## src/rtl/motor_ctrl_pkg.sv

```systemverilog
// Shared motor-control types and constants.
// Holds the quadrature step codes and the Gray-code step classifier.
package motor_ctrl_pkg;

  localparam int RPM_W   = 16;
  localparam int RPM_MAX = 32767;
  localparam int ACC_W   = 24;
  localparam int PROD_W  = 40;

  localparam logic [1:0] STEP_NONE    = 2'd0;
  localparam logic [1:0] STEP_FWD     = 2'd1;
  localparam logic [1:0] STEP_REV     = 2'd2;
  localparam logic [1:0] STEP_ILLEGAL = 2'd3;

  // Position of an {A,B} pair along the cycle 00 -> 01 -> 11 -> 10.
  function automatic logic [1:0] gray_pos(input logic [1:0] ab);
    return {ab[1], ab[1] ^ ab[0]};
  endfunction

  function automatic logic [1:0] quad_step(input logic [1:0] prev, input logic [1:0] cur);
    logic [1:0] diff;
    diff = gray_pos(cur) - gray_pos(prev);
    case (diff)
      2'd0:    return STEP_NONE;
      2'd1:    return STEP_FWD;
      2'd3:    return STEP_REV;
      default: return STEP_ILLEGAL;
    endcase
  endfunction

endpackage

```

## src/rtl/quad_input_filter.sv

```systemverilog
// One encoder channel: 2-FF synchroniser followed by a stability filter.
// locked rises once the first stable level has been accepted after reset.
module quad_input_filter #(
  parameter int FILTER_LEN = 3
) (
  input  logic clk,
  input  logic reset,
  input  logic raw,
  output logic level,
  output logic locked
);

  localparam int CW = $clog2(FILTER_LEN + 1);
  localparam logic [CW-1:0] RUN_MAX = CW'(FILTER_LEN);

  logic [1:0]    sync;
  logic [1:0]    fill;
  logic          last;
  logic [CW-1:0] run;
  logic [CW-1:0] run_next;

  // Length of the current streak of identical synced samples, saturating.
  always_comb begin
    run_next = run;
    if (run == '0 || sync[1] != last) begin
      run_next = CW'(1);
    end else if (run != RUN_MAX) begin
      run_next = run + CW'(1);
    end
  end

  always_ff @(posedge clk) begin
    if (reset) begin
      sync   <= '0;
      fill   <= '0;
      last   <= 1'b0;
      run    <= '0;
      level  <= 1'b0;
      locked <= 1'b0;
    end else begin
      sync <= {sync[0], raw};
      fill <= {fill[0], 1'b1};
      // Ignore the synchroniser until it holds real samples, not reset zeros.
      if (fill[1]) begin
        last <= sync[1];
        run  <= run_next;
        if (run_next == RUN_MAX) begin
          level  <= sync[1];
          locked <= 1'b1;
        end
      end
    end
  end

endmodule

```

## src/rtl/encoder_rpm_meter.sv

```systemverilog
// Quadrature encoder front end: x4 decode, gated signed edge count,
// scaled to saturated signed RPM once per window.
module encoder_rpm_meter
  import motor_ctrl_pkg::*;
#(
  parameter int WINDOW_CYCLES = 5_000_000,
  parameter int FILTER_LEN    = 3,
  parameter int RPM_MULT      = 1,
  parameter int RPM_SHIFT     = 1,
  parameter int DIR_INVERT    = 0
) (
  input  logic             Clk,
  input  logic             Reset,
  input  logic             Enc_A,
  input  logic             Enc_B,
  output logic [RPM_W-1:0] RPM_Measured,
  output logic             RPM_Valid,
  output logic             Quad_Error
);

  localparam int WIN_W = (WINDOW_CYCLES > 1) ? $clog2(WINDOW_CYCLES) : 1;
  localparam logic [WIN_W-1:0] WIN_LAST = WIN_W'(WINDOW_CYCLES - 1);

  localparam logic signed [1:0] FWD_DELTA = (DIR_INVERT != 0) ? -2'sd1 : 2'sd1;
  localparam logic signed [1:0] REV_DELTA = -FWD_DELTA;

  localparam logic signed [ACC_W:0] ACC_POS = (ACC_W + 1)'((2 ** (ACC_W - 1)) - 1);
  localparam logic signed [ACC_W:0] ACC_NEG = -ACC_POS;

  localparam logic signed [PROD_W-1:0] MULT_S     = PROD_W'(RPM_MULT);
  localparam logic signed [PROD_W-1:0] ROUND_BIAS = PROD_W'((2 ** RPM_SHIFT) - 1);
  localparam logic signed [PROD_W-1:0] RPM_POS    = PROD_W'(RPM_MAX);
  localparam logic signed [PROD_W-1:0] RPM_NEG    = -RPM_POS;

  logic level_a;
  logic level_b;
  logic locked_a;
  logic locked_b;

  logic [1:0]        cur_ab;
  logic [1:0]        prev_ab;
  logic              primed;
  logic              both_locked;
  logic [1:0]        step;
  logic signed [1:0] delta;
  logic              illegal;

  logic [WIN_W-1:0]        win_cnt;
  logic                    terminal;
  logic signed [ACC_W-1:0] acc;
  logic signed [ACC_W:0]   acc_sum;
  logic signed [ACC_W-1:0] acc_next;

  logic signed [ACC_W-1:0]  latched;
  logic                     lat_valid;
  logic signed [PROD_W-1:0] lat_ext;
  logic signed [PROD_W-1:0] product;
  logic                     prod_valid;
  logic signed [PROD_W-1:0] biased;
  logic signed [PROD_W-1:0] shifted;
  logic [RPM_W-1:0]         rpm_sat;

  quad_input_filter #(
    .FILTER_LEN(FILTER_LEN)
  ) filter_a (
    .clk   (Clk),
    .reset (Reset),
    .raw   (Enc_A),
    .level (level_a),
    .locked(locked_a)
  );

  quad_input_filter #(
    .FILTER_LEN(FILTER_LEN)
  ) filter_b (
    .clk   (Clk),
    .reset (Reset),
    .raw   (Enc_B),
    .level (level_b),
    .locked(locked_b)
  );

  assign cur_ab      = {level_a, level_b};
  assign both_locked = locked_a & locked_b;
  assign terminal    = (win_cnt == WIN_LAST);

  // Nothing is decoded until the history holds a real filtered sample.
  always_comb begin
    step    = quad_step(prev_ab, cur_ab);
    delta   = 2'sd0;
    illegal = 1'b0;
    if (primed && both_locked) begin
      case (step)
        STEP_FWD:     delta = FWD_DELTA;
        STEP_REV:     delta = REV_DELTA;
        STEP_ILLEGAL: illegal = 1'b1;
        default:      delta = 2'sd0;
      endcase
    end
  end

  always_comb begin
    acc_sum  = {acc[ACC_W-1], acc} + {{(ACC_W - 1){delta[1]}}, delta};
    acc_next = acc_sum[ACC_W-1:0];
    if (acc_sum > ACC_POS) begin
      acc_next = ACC_POS[ACC_W-1:0];
    end else if (acc_sum < ACC_NEG) begin
      acc_next = ACC_NEG[ACC_W-1:0];
    end
  end

  assign lat_ext = {{(PROD_W - ACC_W){latched[ACC_W-1]}}, latched};

  // Negative products are biased first so the arithmetic shift truncates toward zero.
  always_comb begin
    biased = product;
    if (product[PROD_W-1]) begin
      biased = product + ROUND_BIAS;
    end
    shifted = biased >>> RPM_SHIFT;
    rpm_sat = shifted[RPM_W-1:0];
    if (shifted > RPM_POS) begin
      rpm_sat = RPM_POS[RPM_W-1:0];
    end else if (shifted < RPM_NEG) begin
      rpm_sat = RPM_NEG[RPM_W-1:0];
    end
  end

  always_ff @(posedge Clk) begin
    if (Reset) begin
      prev_ab      <= 2'b00;
      primed       <= 1'b0;
      Quad_Error   <= 1'b0;
      win_cnt      <= '0;
      acc          <= '0;
      latched      <= '0;
      lat_valid    <= 1'b0;
      product      <= '0;
      prod_valid   <= 1'b0;
      RPM_Measured <= '0;
      RPM_Valid    <= 1'b0;
    end else begin
      if (both_locked) begin
        prev_ab <= cur_ab;
        primed  <= 1'b1;
      end
      if (illegal) begin
        Quad_Error <= 1'b1;
      end

      win_cnt <= terminal ? '0 : win_cnt + WIN_W'(1);
      if (terminal) begin
        latched <= acc_next;
        acc     <= '0;
      end else begin
        acc <= acc_next;
      end
      lat_valid <= terminal;

      if (lat_valid) begin
        product <= lat_ext * MULT_S;
      end
      prod_valid <= lat_valid;

      if (prod_valid) begin
        RPM_Measured <= rpm_sat;
      end
      RPM_Valid <= prod_valid;
    end
  end

endmodule
```

## config.mk

```make
export PLATFORM = sky130hd
export DESIGN_NAME = encoder_rpm_meter
export DESIGN_NICKNAME = d
export VERILOG_FILES = /design/src/rtl/motor_ctrl_pkg.sv /design/src/rtl/quad_input_filter.sv /design/src/rtl/encoder_rpm_meter.sv
export SDC_FILE = /design/constraint.sdc
export NUM_CORES = 1
export LEC_CHECK = 0
export BUFFER_PORTS_ARGS = -buffer_cell sky130_fd_sc_hd__clkbuf_2
export CAP_MARGIN = 20
export CORE_MARGIN = 2
export CORE_UTILIZATION = 43
export DETAILED_ROUTE_END_ITERATION = 10
export GPL_TIMING_DRIVEN = 0
export PLACE_DENSITY = 0.55
export SETUP_SLACK_MARGIN = 0.2
export SLEW_MARGIN = 40
export SYNTH_ARGS = -nofsm -noshare
export SYNTH_HDL_FRONTEND = slang
export SYNTH_SLANG_ARGS = --single-unit
export TNS_END_PERCENT = 1
```

## constraint.sdc

```tcl
create_clock -name Clk -period 4.79 [get_ports Clk]
set_input_delay 1.437 -clock Clk [delete_from_list [all_inputs] [get_ports Clk]]
set_output_delay 1.437 -clock Clk [all_outputs]
set_load 0.02 [all_outputs]
```

=== After elaboration in Yosys (flattened, before gate mapping) ===
Index checks and enable logic that the tools add are counted.

* Flip-flop bits (word level): 136
* Input port bits: 4
* Output and inout bits: 18
* Logic and storage cells: 75

* $add $sub $neg: 6
* Order comparisons: 4
* Eq/ne operators: 12
* Multiplexer cells: 16
* Bitwise gates (word level): 3
* Reductions and logical operators: 9

{| class="wikitable"
|+ Operator list
! kind !! count
|-
| 24-bit 2-to-1 mux || 2
|-
| 40-bit 2-to-1 mux || 1
|-
| 39-bit by 16-bit > comparator with 1-bit output, second input constant || 1
|-
| 39-bit by 16-bit < comparator with 1-bit output, second input constant || 1
|-
| 16-bit 2-to-1 mux || 2
|-
| 24-bit by 2-bit adder with 25-bit output || 1
|-
| 24-bit by 2-bit adder with 25-bit output, second input constant || 1
|-
| 25-bit by 24-bit > comparator with 1-bit output, second input constant || 1
|-
| 25-bit by 24-bit < comparator with 1-bit output, second input constant || 1
|-
| 23-bit by 1-bit adder with 23-bit output, second input constant || 1
|-
| 23-bit == test, second input constant || 1
|-
| 2-bit == test, second input constant || 5
|-
| 2-bit 2-to-1 mux || 5
|-
| 2-bit zero test || 3
|-
| 2-bit one-hot mux with 3 select lines || 1
|-
| 2-bit by 1-bit adder with 2-bit output, second input constant || 2
|-
| 2-bit by 1-bit == test with 1-bit output, second input constant || 2
|-
| 1-bit 2-to-1 mux || 4
|-
| 2-bit inequality test, second input constant || 2
|-
| 2-bit one-hot mux with 2 select lines || 1
|-
| 2-bit AND reduction || 2
|-
| 1-bit logical OR || 2
|-
| 1-bit inequality test || 2
|-
| 2-bit OR reduction || 1
|-
| 4 further kinds || 5
|}

=== Depth between registers and ports, before layout ===
* Depth in word-level cells: 11
* Depth in mapped cells: 17
* Gate-level depth less buffers: 15

=== Cells and area by module ===
From an unflattened synthesis, not the netlist that was laid out.

* Cells, all modules: 846
* Area, all modules: 7021.7 um^2

{| class="wikitable"
|+ Modules (own cells, without submodules)
! module !! instances !! cells each !! area each (um^2) !! seq. area each (um^2)
|-
| encoder_rpm_meter || 1 || 788 || 6423.7 || 2362.3
|-
| quad_input_filter || 2 || 29 || 299.0 || 180.2
|}

=== Least setup slack after synthesis ===
No wires, ideal clock.

* Path type: reg-to-reg
* Start: register prev_ab[1]
* End: register acc[0]
* Library setup time: 71 ps
* Arrival: 4117 ps
* Data required time: 4719 ps
* Path slack: 603 ps
* Stages on the path, launching flop included: 18
* Path buffers: 2
* Period minus slack after synthesis: 4187 ps
* Cell sequence: dfxtp_1 -> xor2_1 -> ha_1 -> nand4b_1 -> inv_2 -> nand2_1 -> clkbuf_1 -> buf_1 -> xnor2_1 -> ha_1 -> or2_2 -> nor3_4 -> nand3_2 -> o21ai_4 -> or4b_1 -> nor4b_2 -> nand4_1 -> a21oi_1

* Word-level cells in the longest chain between the ends: 11
* Elaborated cells on any way between the ends: 15
* Classes of those cells: 2 x add/sub; 2 x order compare; 4 x eq/ne; 5 x mux; 1 x bitwise; 1 x reduce/logical

{| class="wikitable"
|+ RTL lines
! what !! RTL line !! text
|-
| from (decl) || encoder_rpm_meter.sv:41 || <nowiki>logic [1:0] prev_ab;</nowiki>
|-
| from (signal assigned) || encoder_rpm_meter.sv:144 || <nowiki>prev_ab <= cur_ab;</nowiki>
|-
| 1-bit bitwise XOR || motor_ctrl_pkg.sv:17 || <nowiki>return {ab[1], ab[1] ^ ab[0]};</nowiki>
|-
| 2-bit subtractor * || motor_ctrl_pkg.sv:22 || <nowiki>diff = gray_pos(cur) - gray_pos(prev);</nowiki>
|-
| 2-bit == test (tied with other cells) || motor_ctrl_pkg.sv:23 || <nowiki>case (diff)</nowiki>
|-
| 2-bit one-hot mux with 3 select lines * || motor_ctrl_pkg.sv:23 ||
|-
| 2-bit == test or 2-bit by 1-bit == test with 1-bit output (tied branches) || encoder_rpm_meter.sv:93 || <nowiki>case (step)</nowiki>
|-
| 2-bit one-hot mux with 2 select lines * || encoder_rpm_meter.sv:93 ||
|-
| 2-bit 2-to-1 mux * || encoder_rpm_meter.sv:92 || <nowiki>if (primed && both_locked) begin</nowiki>
|-
| 24-bit by 2-bit adder with 25-bit output * || encoder_rpm_meter.sv:103 || <nowiki>acc_sum = {acc[ACC_W-1], acc} + {{(ACC_W - 1){delta[1]}}, delta};</nowiki>
|-
| 25-bit by 24-bit < comparator with 1-bit output || encoder_rpm_meter.sv:107 || <nowiki>end else if (acc_sum < ACC_NEG) begin</nowiki>
|-
| 24-bit 2-to-1 mux || encoder_rpm_meter.sv:107 ||
|-
| 24-bit 2-to-1 mux * || encoder_rpm_meter.sv:105 || <nowiki>if (acc_sum > ACC_POS) begin</nowiki>
|-
| to (signal assigned) || encoder_rpm_meter.sv:156 || <nowiki>acc <= acc_next;</nowiki>
|-
| to (decl) || encoder_rpm_meter.sv:50 || <nowiki>logic signed [ACC_W-1:0] acc;</nowiki>
|}

Mark *: on every way between the ends. The rest lies on a longest branch, timed or not.
A chain may end at the register's enable or synchronous reset.

=== Worst setup path after layout ===
* Start: register filter_a.level
* End: register acc[0]

* Word-level cells in the longest chain between the ends: 11
* Elaborated cells on any way between the ends: 15
* Classes of those cells: 2 x add/sub; 2 x order compare; 4 x eq/ne; 5 x mux; 1 x bitwise; 1 x reduce/logical

{| class="wikitable"
|+ RTL lines
! what !! RTL line !! text
|-
| from (decl) || quad_input_filter.sv:9 || <nowiki>output logic level,</nowiki>
|-
| from (signal assigned) || quad_input_filter.sv:48 || <nowiki>level <= sync[1];</nowiki>
|-
| 1-bit bitwise XOR || motor_ctrl_pkg.sv:17 ||
|-
| 2-bit subtractor * || motor_ctrl_pkg.sv:22 ||
|-
| 2-bit == test (tied with other cells) || motor_ctrl_pkg.sv:23 ||
|-
| 2-bit one-hot mux with 3 select lines * || motor_ctrl_pkg.sv:23 ||
|-
| 2-bit == test or 2-bit by 1-bit == test with 1-bit output (tied branches) || encoder_rpm_meter.sv:93 ||
|-
| 2-bit one-hot mux with 2 select lines * || encoder_rpm_meter.sv:93 ||
|-
| 2-bit 2-to-1 mux * || encoder_rpm_meter.sv:92 ||
|-
| 24-bit by 2-bit adder with 25-bit output * || encoder_rpm_meter.sv:103 ||
|-
| 25-bit by 24-bit < comparator with 1-bit output || encoder_rpm_meter.sv:107 ||
|-
| 24-bit 2-to-1 mux || encoder_rpm_meter.sv:107 ||
|-
| 24-bit 2-to-1 mux * || encoder_rpm_meter.sv:105 ||
|}

Marked as above.

==> metrics.md <==
| Metric | Value |
|---|---|
| Outcome | `finished, final reports clean` |
| Max FO, Critical Path | `10` |
| Critical path buffers and inverters | `4` |
| VDD IR max | `between 200 and 300 uV` |
| Data arrival, critical path | `4800 ps` |
| Share of layout cells above drive strength 1 | `approximately 14%` |
| Inserted Clock Buffers | `17` |
| CP Capture Type | `flop` |
| Final #Nets | `between 800 and 900` |
| Period Utilization, post-route | `~93%` |
| Hold Path Class | `flop to flop` |
| Crit path cell chain | `xnor2_1, ha_1, nand4b_1, inv_2, nand2_2, clkbuf_4, buf_2, xnor2_1, ha_2, nand3_1, nor4_4, buf_4, a32oi_1, xor2_1, or4bb_1, a211oi_2, nand4_1, a21oi_1` |
| Core Box Area | `0.01571 mm^2` |
| Setup Skew | `approximately 7.8 ps` |
| Mapped Area | `a little under 0.007 mm^2` |
| Setup TNS | `0 ps` |
| Unrepaired setup endpoints after global routing | `false` |
| Vias in the first global route | `approximately 5500` |
| N_diodes | `0` |
| Family with the most delay on the worst path | `simple AND/OR/NAND/NOR gates` |
| Mean Syn Cell Area | `approximately 8.4 um^2` |
| Number of hold buffers added after CTS | `0` |
| Post-synth ARST share | `0%` |
| CTS tree | `done` |
| Worst-path clk slew | `roughly 60 ps` |
| Number of synthesized flops with an enable pin | `0` |
| TritonRoute pass-1 iters | `5` |
| Ys flop type | `dfxtp_1` |
| Minimum clock period | `4450 ps` |
| Post-synthesis cell count | `around 800` |
| Clock sinks | `roughly 130` |
| Max-Cap Viols | `0` |
| Detailed Route Iter0 Violations | `between 400 and 500` |
| Critical Path RT | `about 5100 ps` |
| WP depth | `18` |
| Main area contributors after synthesis | `dfxtp_1, nor2_1, xor2_1, mux2i_1, xnor2_1` |
| Setup WS post-layout | `roughly 340 ps` |
| Die width | `roughly 130 um` |
| Slew headroom | `49.45%` |
| Root Buffer | `clkbuf_16` |
| Count leader, synth | `dfxtp_1` |
| Max-slew violation count | `0` |
| Fmax | `roughly 0.22 GHz` |
| Num rows | `46` |
| Yosys top cell area share | `approximately two fifths` |
| H-tree depth | `4` |
| DP HPWL | `12420 um` |
| LEAKAGE | `~2.9 nW` |
| Synth top cells by count | `dfxtp_1, nor2_1, nand2_1` |
| Crit path from | `filter_a.level` |
| Initial antenna violation count | `0` |
| Pin count of the biggest net entering global routing | `17` |
| Gr usage total | `a little over a fifth` |
| Post-Place Cell Area | `just over 0.007 mm^2` |
| Critical path type | `flop to flop` |
| Yosys warnings | `0` |
| Number of vias per cell | `about 5.5` |
| Syn nets | `825` |
| RR Endpoint | `acc[0]` |
| Final core occ | `between 50% and 60%` |
| Routed wire length | `between 15000 and 20000 um` |
| Die Area | `between 0.015 and 0.02 mm^2` |
| Dpl ws | `-1017 ps` |
| Max incr delay on CP | `roughly 450 ps` |
| Netlist cell types | `74` |
| GPL Wtd Cong | `between 0.8 and 0.9` |
| Register area share after synthesis | `39.22%` |
| Reg2Reg Depth | `18` |
| GRT overflow | `0` |
| Starting Density | `a little over two fifths` |
| Flop-to-flop setup slack | `around 340 ps` |
| Seq cells post-synth | `about 130` |
| Remaining DRCs | `0` |
| Tot Pwr | `about 2.5 mW` |
| # port buffers | `21` |
| DR vias | `roughly 6000` |
| Largest area contributor in the netlist | `dfxtp_1` |
| Reg2reg start | `filter_a.level` |
| Area Growth Syn to Fin | `16.28%` |
| Fill cell count | `roughly 1500` |
| Die Ht | `approximately 130 um` |
| WL/cell | `between 15 and 20 um` |
| Slew @ Worst Pin | `roughly 750 ps` |
| Final hold violations | `0` |
| Final setup violation count | `0` |
| Crit path to | `acc[0]` |
| Most numerous cell on the critical path | `xnor2_1` |
| CP startpoint kind | `flop` |
| Clock Path Buffers | `2` |
| Post-DRT Antenna Nets | `0` |
| First-pass GRT wire length | `27920 um` |
| Cell area after layout | `0.007954 mm^2` |
| Clk_lat worst skew | `about 420 ps` |
| Pwr Density | `approximately 310 mW/mm^2` |
| Crit path max-delay cell type | `or4bb_1` |
| I/O Pins | `22` |
[kinds of logic (layout without fill, tap and decap cells)]
| logic type | Yosys count | count (layout) | share of synthesized area, % |
|---|---|---|---|
| AO/OA/AOI/OAI | 127 | 127 | 13.24 |
| XOR/XNOR | 70 | 70 | 9.383 |
| adder cells (fa/ha/maj) | 7 | 7 | 1.207 |
| buffers and inverters | 65 | 128 | 4.171 |
| flip-flops | 134 | 134 | 39.22 |
| multiplexers | 29 | 29 | 4.262 |
| AND/OR/NAND/NOR | 384 | 384 | 28.52 |
[metrics by stage]
stage / cells / hold slack (ps)
global route: 1095 / 440.0
floorplan: 816 / 413.8
detailed placement: 1053 / 423.1
finish: 1095 / 431.3
CTS: 1092 / 433.7
global placement: 1053 / 419.1
[registers in the layout (all words and copies together) (netlist names)]
name,count
filter_a.locked,1
filter_a.run,2
RPM_Valid,1
prod_valid,1
RPM_Measured,16
product,24
lat_valid,1
acc,24
filter_b.fill,1
filter_b.level,1
filter_a.last,1
filter_b.run,2
win_cnt,23
filter_a.level,1
filter_b.sync,2
prev_ab,2
Quad_Error,1
primed,1
filter_b.last,1
filter_b.locked,1
latched,24
filter_a.sync,2
filter_a.fill,1
[report_power, final]
group          leakage, nW  switching, mW  internal (mW)
logic                 1.53         0.0262         0.0102
clock network        0.290          0.504          0.836
registers             1.08        0.00502           1.12
total                 2.91          0.535           1.97
[cell type report]
cell class | instances | area (um^2) | share of cell area [%]
multi-input cells | 617 | 3911 | 49.17
flip-flops and latches | 134 | 2686 | 33.77
clock buffers | 18 | 439.2 | 5.521
well taps | 216 | 270.3 | 3.398
plain buffers | 56 | 256.5 | 3.225
repair buffers | 31 | 180.2 | 2.265
clock inverters | 14 | 176.4 | 2.218
inverters | 9 | 33.78 | 0.4247
[metal layers]
metal	global-route usage (%)	vias up	routed length, um
met3	4.428	27	781
met2	32.95	163	7678
met5	0	-	0
li1	-	3013	-
met4	6.388	0	291
met1	28.80	2781	8346
[layout by cell type, fill, tap and decap left out, types with 8 or more instances in the layout]
cell type | netlist | routed
nor4_1 | 14 | 13
inv_1 | 8 | 8
clkbuf_2 | 0 | 21
a211oi_1 | 9 | 8
a211oi_2 | 10 | 11
a31oi_1 | 8 | 8
and3_1 | 20 | 20
nand4_1 | 23 | 23
a21oi_1 | 21 | 21
or3_1 | 9 | 9
clkbuf_1 | 33 | 32
nor2b_1 | 8 | 8
nor3_1 | 31 | 31
mux2i_1 | 28 | 28
o21ai_0 | 36 | 36
buf_2 | 18 | 19
xnor2_1 | 31 | 31
buf_4 | 1 | 11
dfxtp_1 | 134 | 131
nand2_1 | 70 | 69
nor2_1 | 128 | 128
nand3_1 | 38 | 38
clkbuf_16 | 0 | 17
xor2_1 | 37 | 37
[how the worst min path moves through the flow]
stage                     startpoint                to  depth (start not counted)  slack (ps)
finish              filter_b.sync[0]  filter_b.sync[1]                          1         430
global route        filter_b.sync[0]  filter_b.sync[1]                          1         440
CTS                 filter_b.sync[0]  filter_b.sync[1]                          1         430
detailed placement  filter_b.sync[0]  filter_b.sync[1]                          1         420
global placement    filter_a.fill[0]  filter_b.fill[1]                          1         420
floorplan           filter_a.sync[0]  filter_a.sync[1]                          1         410
[repair_timing]
item | in CTS | in global routing
pin swaps | 3 | 3
buffers inserted | 7 | 3
setup endpoints to repair | 48 | 39
gates resized for setup | 8 | 6
No activity file was read; power rests on OpenSTA's default activity.
